<file path="config.mk">
export PLATFORM = sky130hd
export DESIGN_NAME = vector_issue_scheduler
export DESIGN_NICKNAME = d
export VERILOG_FILES = /design/src/rtl/vector_issue_scheduler.sv
export SDC_FILE = /design/constraint.sdc
export NUM_CORES = 1
export LEC_CHECK = 0
export CAP_MARGIN = 10
export CORE_AREA = 2 2 331 333
export CTS_CLUSTER_SIZE = 12
export DETAILED_ROUTE_END_ITERATION = 7
export DIE_AREA = 0 0 333 335
export PLACE_DENSITY = 0.62
export SLEW_MARGIN = 0
export SYNTH_ARGS = -nofsm -noshare
export SYNTH_HDL_FRONTEND = slang
export SYNTH_SLANG_ARGS = --single-unit
</file>
<file path="constraint.sdc">
create_clock -name clk -period 13.5 [get_ports clk]
set_input_delay 3.375 -clock clk [delete_from_list [all_inputs] [get_ports clk]]
set_output_delay 3.375 -clock clk [all_outputs]
set_load 0.01 [all_outputs]
</file>
<file path="src/rtl/vector_issue_scheduler.sv">
// Vector op scheduler: queues decoded ops, launches one at a time on vfu_execute, returns results tagged.
// Latency: push N -> pop N+1 -> vfu_execute N+2; wb_valid the cycle after FINISHED (N+2 for zero-length).
// Backpressure: req_ready = !full; wb_* held until wb_ready. `VEC_SCHED_PERF_EN adds perf_issued/perf_stall.

module sched_fifo #(
  parameter int WIDTH = 8,
  parameter int DEPTH = 4
) (
  input  logic             clk,
  input  logic             rst,
  input  logic             clr,
  input  logic             push,
  input  logic [WIDTH-1:0] push_dat,
  input  logic             pop,
  output logic [WIDTH-1:0] head_dat,
  output logic             full,
  output logic             empty
);
  localparam int AW = $clog2(DEPTH);

  logic [WIDTH-1:0] mem [DEPTH];
  logic [AW:0]      wr_ptr;
  logic [AW:0]      rd_ptr;

  // Extra wrap bit distinguishes full from empty when the index bits match.
  assign empty    = (wr_ptr == rd_ptr);
  assign full     = (wr_ptr[AW] != rd_ptr[AW]) && (wr_ptr[AW-1:0] == rd_ptr[AW-1:0]);
  assign head_dat = mem[rd_ptr[AW-1:0]];

  always_ff @(posedge clk or negedge rst) begin
    if (!rst) begin
      wr_ptr <= '0;
      rd_ptr <= '0;
    end else if (clr) begin
      wr_ptr <= '0;
      rd_ptr <= '0;
    end else begin
      if (push) wr_ptr <= wr_ptr + 1'b1;
      if (pop)  rd_ptr <= rd_ptr + 1'b1;
    end
  end

  always_ff @(posedge clk) begin
    if (push && !clr) mem[wr_ptr[AW-1:0]] <= push_dat;
  end
endmodule

module vector_issue_scheduler #(
  parameter int LEN           = 32,
  parameter int VECTOR_SIZE   = 8,
  parameter int PAYLOAD_WIDTH = 128,
  parameter int TAG_WIDTH     = 4,
  parameter int DEPTH         = 4
) (
  input  logic                        clk,
  input  logic                        rst,
  input  logic                        flush,
  input  logic                        req_valid,
  output logic                        req_ready,
  input  logic [PAYLOAD_WIDTH-1:0]    req_payload,
  input  logic [LEN-1:0]              req_length,
  input  logic [TAG_WIDTH-1:0]        req_tag,
  output logic                        vfu_execute,
  output logic [PAYLOAD_WIDTH-1:0]    vfu_payload,
  output logic [LEN-1:0]              vfu_length,
  input  logic [1:0]                  vfu_status,
  input  logic [VECTOR_SIZE*LEN-1:0]  vfu_result,
  input  logic                        vfu_is_mask,
  output logic                        wb_valid,
  input  logic                        wb_ready,
  output logic [TAG_WIDTH-1:0]        wb_tag,
  output logic [VECTOR_SIZE*LEN-1:0]  wb_result,
  output logic                        wb_is_mask,
  output logic                        err
`ifdef VEC_SCHED_PERF_EN
  ,
  output logic [LEN-1:0]              perf_issued,
  output logic [LEN-1:0]              perf_stall
`endif
);
  localparam logic [1:0] VEC_ALU_NOP      = 2'd0;
  localparam logic [1:0] VEC_ALU_WORKING  = 2'd1;
  localparam logic [1:0] VEC_ALU_FINISHED = 2'd2;

  typedef enum logic [1:0] {IDLE, ISSUE, WAIT_DONE, WB} state_t;

  typedef struct packed {
    logic [PAYLOAD_WIDTH-1:0] payload;
    logic [LEN-1:0]           length;
    logic [TAG_WIDTH-1:0]     tag;
  } req_t;

  state_t state_q, state_d;
  req_t   push_dat, head;
  logic   full, empty, push, pop;
  logic   head_zero, head_clamp, vfu_idle, wait_first;

  assign req_ready  = !full;
  assign push       = req_valid && req_ready && !flush;
  assign push_dat   = {req_payload, req_length, req_tag};
  assign head_zero  = (head.length == '0);
  assign head_clamp = (head.length > LEN'(VECTOR_SIZE));
  // A VFU still WORKING while we sit in IDLE can only be a flushed op draining out.
  assign vfu_idle   = (vfu_status == VEC_ALU_NOP) || (vfu_status == VEC_ALU_FINISHED);

  sched_fifo #(
    .WIDTH ($bits(req_t)),
    .DEPTH (DEPTH)
  ) u_fifo (
    .clk      (clk),
    .rst      (rst),
    .clr      (flush),
    .push     (push),
    .push_dat (push_dat),
    .pop      (pop),
    .head_dat (head),
    .full     (full),
    .empty    (empty)
  );

  always_comb begin
    state_d = state_q;
    pop     = 1'b0;
    if (flush) begin
      state_d = IDLE;
    end else begin
      case (state_q)
        IDLE: begin
          if (!empty && vfu_idle) begin
            pop     = 1'b1;
            state_d = head_zero ? WB : ISSUE;
          end
        end
        ISSUE:     state_d = WAIT_DONE;
        WAIT_DONE: if (vfu_status == VEC_ALU_FINISHED) state_d = WB;
        WB:        if (wb_ready) state_d = IDLE;
        default:   state_d = IDLE;
      endcase
    end
  end

  always_ff @(posedge clk or negedge rst) begin
    if (!rst) begin
      state_q     <= IDLE;
      vfu_execute <= 1'b0;
      vfu_payload <= '0;
      vfu_length  <= '0;
      wb_valid    <= 1'b0;
      wb_tag      <= '0;
      wb_result   <= '0;
      wb_is_mask  <= 1'b0;
      err         <= 1'b0;
      wait_first  <= 1'b0;
    end else begin
      state_q     <= state_d;
      vfu_execute <= (state_d == ISSUE);
      wb_valid    <= (state_d == WB);
      wait_first  <= (state_q == ISSUE) && (state_d == WAIT_DONE);
      if (pop) begin
        wb_tag <= head.tag;
        if (head_zero) begin
          wb_result  <= '0;
          wb_is_mask <= 1'b0;
        end else begin
          vfu_payload <= head.payload;
          vfu_length  <= head_clamp ? LEN'(VECTOR_SIZE) : head.length;
        end
        if (head_clamp) err <= 1'b1;
      end
      if (!flush && state_q == WAIT_DONE) begin
        // The VFU must acknowledge a launch by reporting WORKING on the very next cycle.
        if (wait_first && vfu_status != VEC_ALU_WORKING) err <= 1'b1;
        if (vfu_status == VEC_ALU_FINISHED) begin
          wb_result  <= vfu_result;
          wb_is_mask <= vfu_is_mask;
        end
      end
    end
  end

`ifdef VEC_SCHED_PERF_EN
  always_ff @(posedge clk or negedge rst) begin
    if (!rst) begin
      perf_issued <= '0;
      perf_stall  <= '0;
    end else begin
      if (vfu_execute) perf_issued <= perf_issued + 1'b1;
      if ((state_q == WB && !wb_ready) || (state_q == IDLE && !empty && !vfu_idle))
        perf_stall <= perf_stall + 1'b1;
    end
  end
`endif
endmodule

</file>
==> metrics.cfg <==
[status]
outcome = finished clean

[grt]
grt_antenna_before_repair = 34
grt_pass1_wl_um = 190000
grt_pass1_vias = 27100
grt_max_degree = 199
grtUsageTotal_pct = 23.1
grt_overflow = 0

[place]
portBuffers = 852
dpl.hpwl_um = 85400
gp_congestion = 0.887
place_area_um2 = 51300

[yosys]
yosys.area.top_type = edfxtp_1
synth_area_um2 = 41500
yosys-top-cells-area = edfxtp_1 47%, dfrtp_1 26%, mux4_2 7.4%, nand2_1 7.2%, a21oi_1 3.1%
yosysSeqAreaShare_pct = 73.6
yosysWarnings = 0
synthCells = 2892
syn_nets = 3325
synth_top_area_share_pct = 47.5
ys_types = 39
syn_avg_cell_area_um2 = 14.3
synth_seq_cells = 1089

[worst_setup_path]
critPathKind = input pin to flop
path_max_fanout = 67
crit_required_ns = 14.11
end_kind = flop
cp-start-kind = input pin
crit_arrival_ns = 6.89

[clocking]
post_cts_buffers = 0
cts_root_buffer = clkbuf_16
clkLatencyLatePin_ns = 0.71
tritoncts = done
ctsHoldBuffers = 0
cts_max_path_buffers = 3
path_clk_slew_ns = 0.06
htree_levels = 3
cts_resized = 0
cts_sinks = 1089
cts_made_buffers = 114

[power]
peakVddDrop_uv = 130
p_leak_nw = 19.5
finalPower_mw = 9.17
p_per_area_nw_per_um2 = 167

[sta]
slew_viol_final = 0
finalCriticalPeriod_ns = 6.29
worstMarginPinSlew_ns = 1.23
rsz0062_at_grt = false
fin_skew_ns = 0.0464
hold_viol = 0
slew-limit-headroom_pct = 18.0
setup_viol = 0
fin_tns_setup_ns = 0
max_freq_mhz = 159
post-route-period-util_pct = 46.6

[die]
die_w_um = 333
io_pins = 853
rows = 121
core_area_um2 = 108000
start_util_pct = 38.4
die_y_um = 335
die_area_um2 = 112000

[finish]
drive_above_1_share_pct = 9.33
fill_cells = 9190
stdcell_area_um2 = 55000
multi_input_area_um2 = 10100
synthToLayoutAreaGrowth_pct = 32.5
nets = 4119
seq_area_um2 = 30500

[detailed_routing]
drt_wl_total_um = 132000
drtIter0Drc = 1777
viasPerCell = 5.24
wl_per_cell_um = 25.4
firstDrtPassIters = 5
vias = 27300
ant_nets = 0
drc = 0

[job]
drv_cap = 0

[worst_hold_path]
hold_path_class = flop to flop

path summary, 6_finish.rpt:
check,startpoint,end,slack [ns],depth (start not counted)
worst max-delay path,flush,vfu_payload[76]$_DFFE_PN0P_,7.21,7
min in group asynchronous,rst,wb_result[168]$_DFF_PN0_,2.69,1
worst min-delay path,err$_DFF_PN0_,err$_DFF_PN0_,0.49,2
worst max register to register,u_fifo.rd_ptr[0]$_DFFE_PN0P_,vfu_payload[116]$_DFFE_PN0P_,8.51,8
max in group asynchronous,rst,wb_result[142]$_DFF_PN0_,8.56,3
worst min register to register,err$_DFF_PN0_,err$_DFF_PN0_,0.49,2
Yosys cell counts:
| cell type | count |
|---|---|
| nor2_1 | 13 |
| xor2_1 | 2 |
| buf_2 | 51 |
| nand4_1 | 130 |
| o211ai_1 | 128 |
| nand2_1 | 793 |
| dfrtp_1 | 433 |
| or4b_1 | 2 |
| and3b_1 | 1 |
| a21boi_0 | 29 |
| ha_1 | 5 |
| nor3_2 | 1 |
| a211oi_1 | 1 |
| a21oi_1 | 261 |
| and2_1 | 5 |
| and3_1 | 2 |
| o311ai_0 | 1 |
| a41oi_1 | 3 |
| nor2b_1 | 1 |
| o21ai_0 | 7 |
| inv_2 | 1 |
| buf_1 | 13 |
| clkbuf_1 | 149 |
| inv_1 | 7 |
| nand3_1 | 11 |
| nor4_4 | 1 |
| a31oi_1 | 2 |
| nand2b_1 | 1 |
| nor3_1 | 1 |
| edfxtp_1 | 656 |
| nand4b_1 | 2 |
| mux2i_1 | 3 |
| nor4_1 | 29 |
| nand3b_1 | 1 |
| or2_2 | 1 |
| xnor2_1 | 5 |
| nor3b_1 | 3 |
| mux4_2 | 136 |
| or4_1 | 1 |
layout make-up:
type / count / area share [%]
diodes: 11 / 0.0501
clock buffers: 179 / 6.00
clock inverters: 35 / 0.581
inverters: 8 / 0.0546
multi-input cells: 1582 / 18.4
flip-flops and latches: 1089 / 55.6
well taps: 1414 / 3.22
repair buffers: 891 / 16.2
metrics by stage:
stage / cells / setup WS (ns) / hold slack (ns) / utilization, %
floorplan: 2892 / 5.44 / 0.452 / -
global placement: 4984 / 6.61 / 0.477 / 47.5
detailed placement: 4984 / 6.54 / 0.462 / 47.5
CTS: 5198 / 7.14 / 0.488 / 50.8
global route: 5207 / 7.01 / 0.524 / 50.8
finish: 5209 / 7.21 / 0.485 / 50.8
per-layer routing:
layer	vias up	part of all wire (%)	track usage, %
li1	12300	-	-
met5	-	0.22	0
met3	268	8.2	7.63
met1	13800	38	27.8
met2	894	49	37.4
met4	42	5.1	11.4
layout by cell type, fill, tap and decap left out, types with 3 or more instances in the layout:
cell / netlist / final
buf_12: 0 / 4
nor3b_1: 3 / 3
inv_1: 7 / 7
clkdlybuf4s50_1: 0 / 851
dfrtp_1: 433 / 431
nand3_1: 11 / 11
inv_6: 0 / 4
bufinv_16: 0 / 3
and2_4: 0 / 4
nor2_1: 13 / 13
ha_1: 5 / 5
clkinv_2: 0 / 17
nor4_1: 29 / 29
clkbuf_8: 0 / 18
nand4_1: 130 / 130
mux2i_1: 3 / 3
mux4_2: 136 / 136
o21ai_0: 7 / 7
o211ai_1: 128 / 128
nand2_1: 793 / 792
edfxtp_1: 656 / 656
a41oi_1: 3 / 3
diode_2: 0 / 11
xnor2_1: 5 / 5
clkinv_1: 0 / 7
clkbuf_1: 149 / 46
clkbuf_16: 0 / 115
a21boi_0: 29 / 29
buf_4: 0 / 35
a21oi_1: 261 / 261
cells by family after synthesis:
| logic type | Yosys count | synth area share (%) |
|---|---|---|
| flops | 1089 | 73.6 |
| fa+ha+maj | 5 | 0.151 |
| mux | 139 | 7.46 |
| buf+inv | 221 | 2.15 |
| xor+xnor | 7 | 0.148 |
| compound gates | 432 | 6.21 |
| simple gates | 999 | 10.3 |
flip-flops by register name (all words and copies together) (netlist names):
| name | flops |
|---|---|
| wb_is_mask | 1 |
| u_fifo.mem | 656 |
| vfu_length | 32 |
| vfu_payload | 128 |
| wait_first | 1 |
| wb_tag | 4 |
| u_fifo.rd_ptr | 3 |
| state_q | 2 |
| vfu_execute | 1 |
| wb_valid | 1 |
| err | 1 |
| wb_result | 256 |
| u_fifo.wr_ptr | 3 |
power breakdown:
group / internal, mW / switching [mW]
registers: 3.92 / 0.288
clock network: 1.73 / 1.30
logic: 1.01 / 0.918
total: 6.66 / 2.51
critical path, stage by stage:
cell	delay [ns]
clkdlybuf4s50_1	0.62
inv_1	0.22
and3_4	0.71
buf_4	0.66
buf_4	0.80
nand2_1	0.15
o211ai_1	0.21
Power figures use the tool's default switching activity.
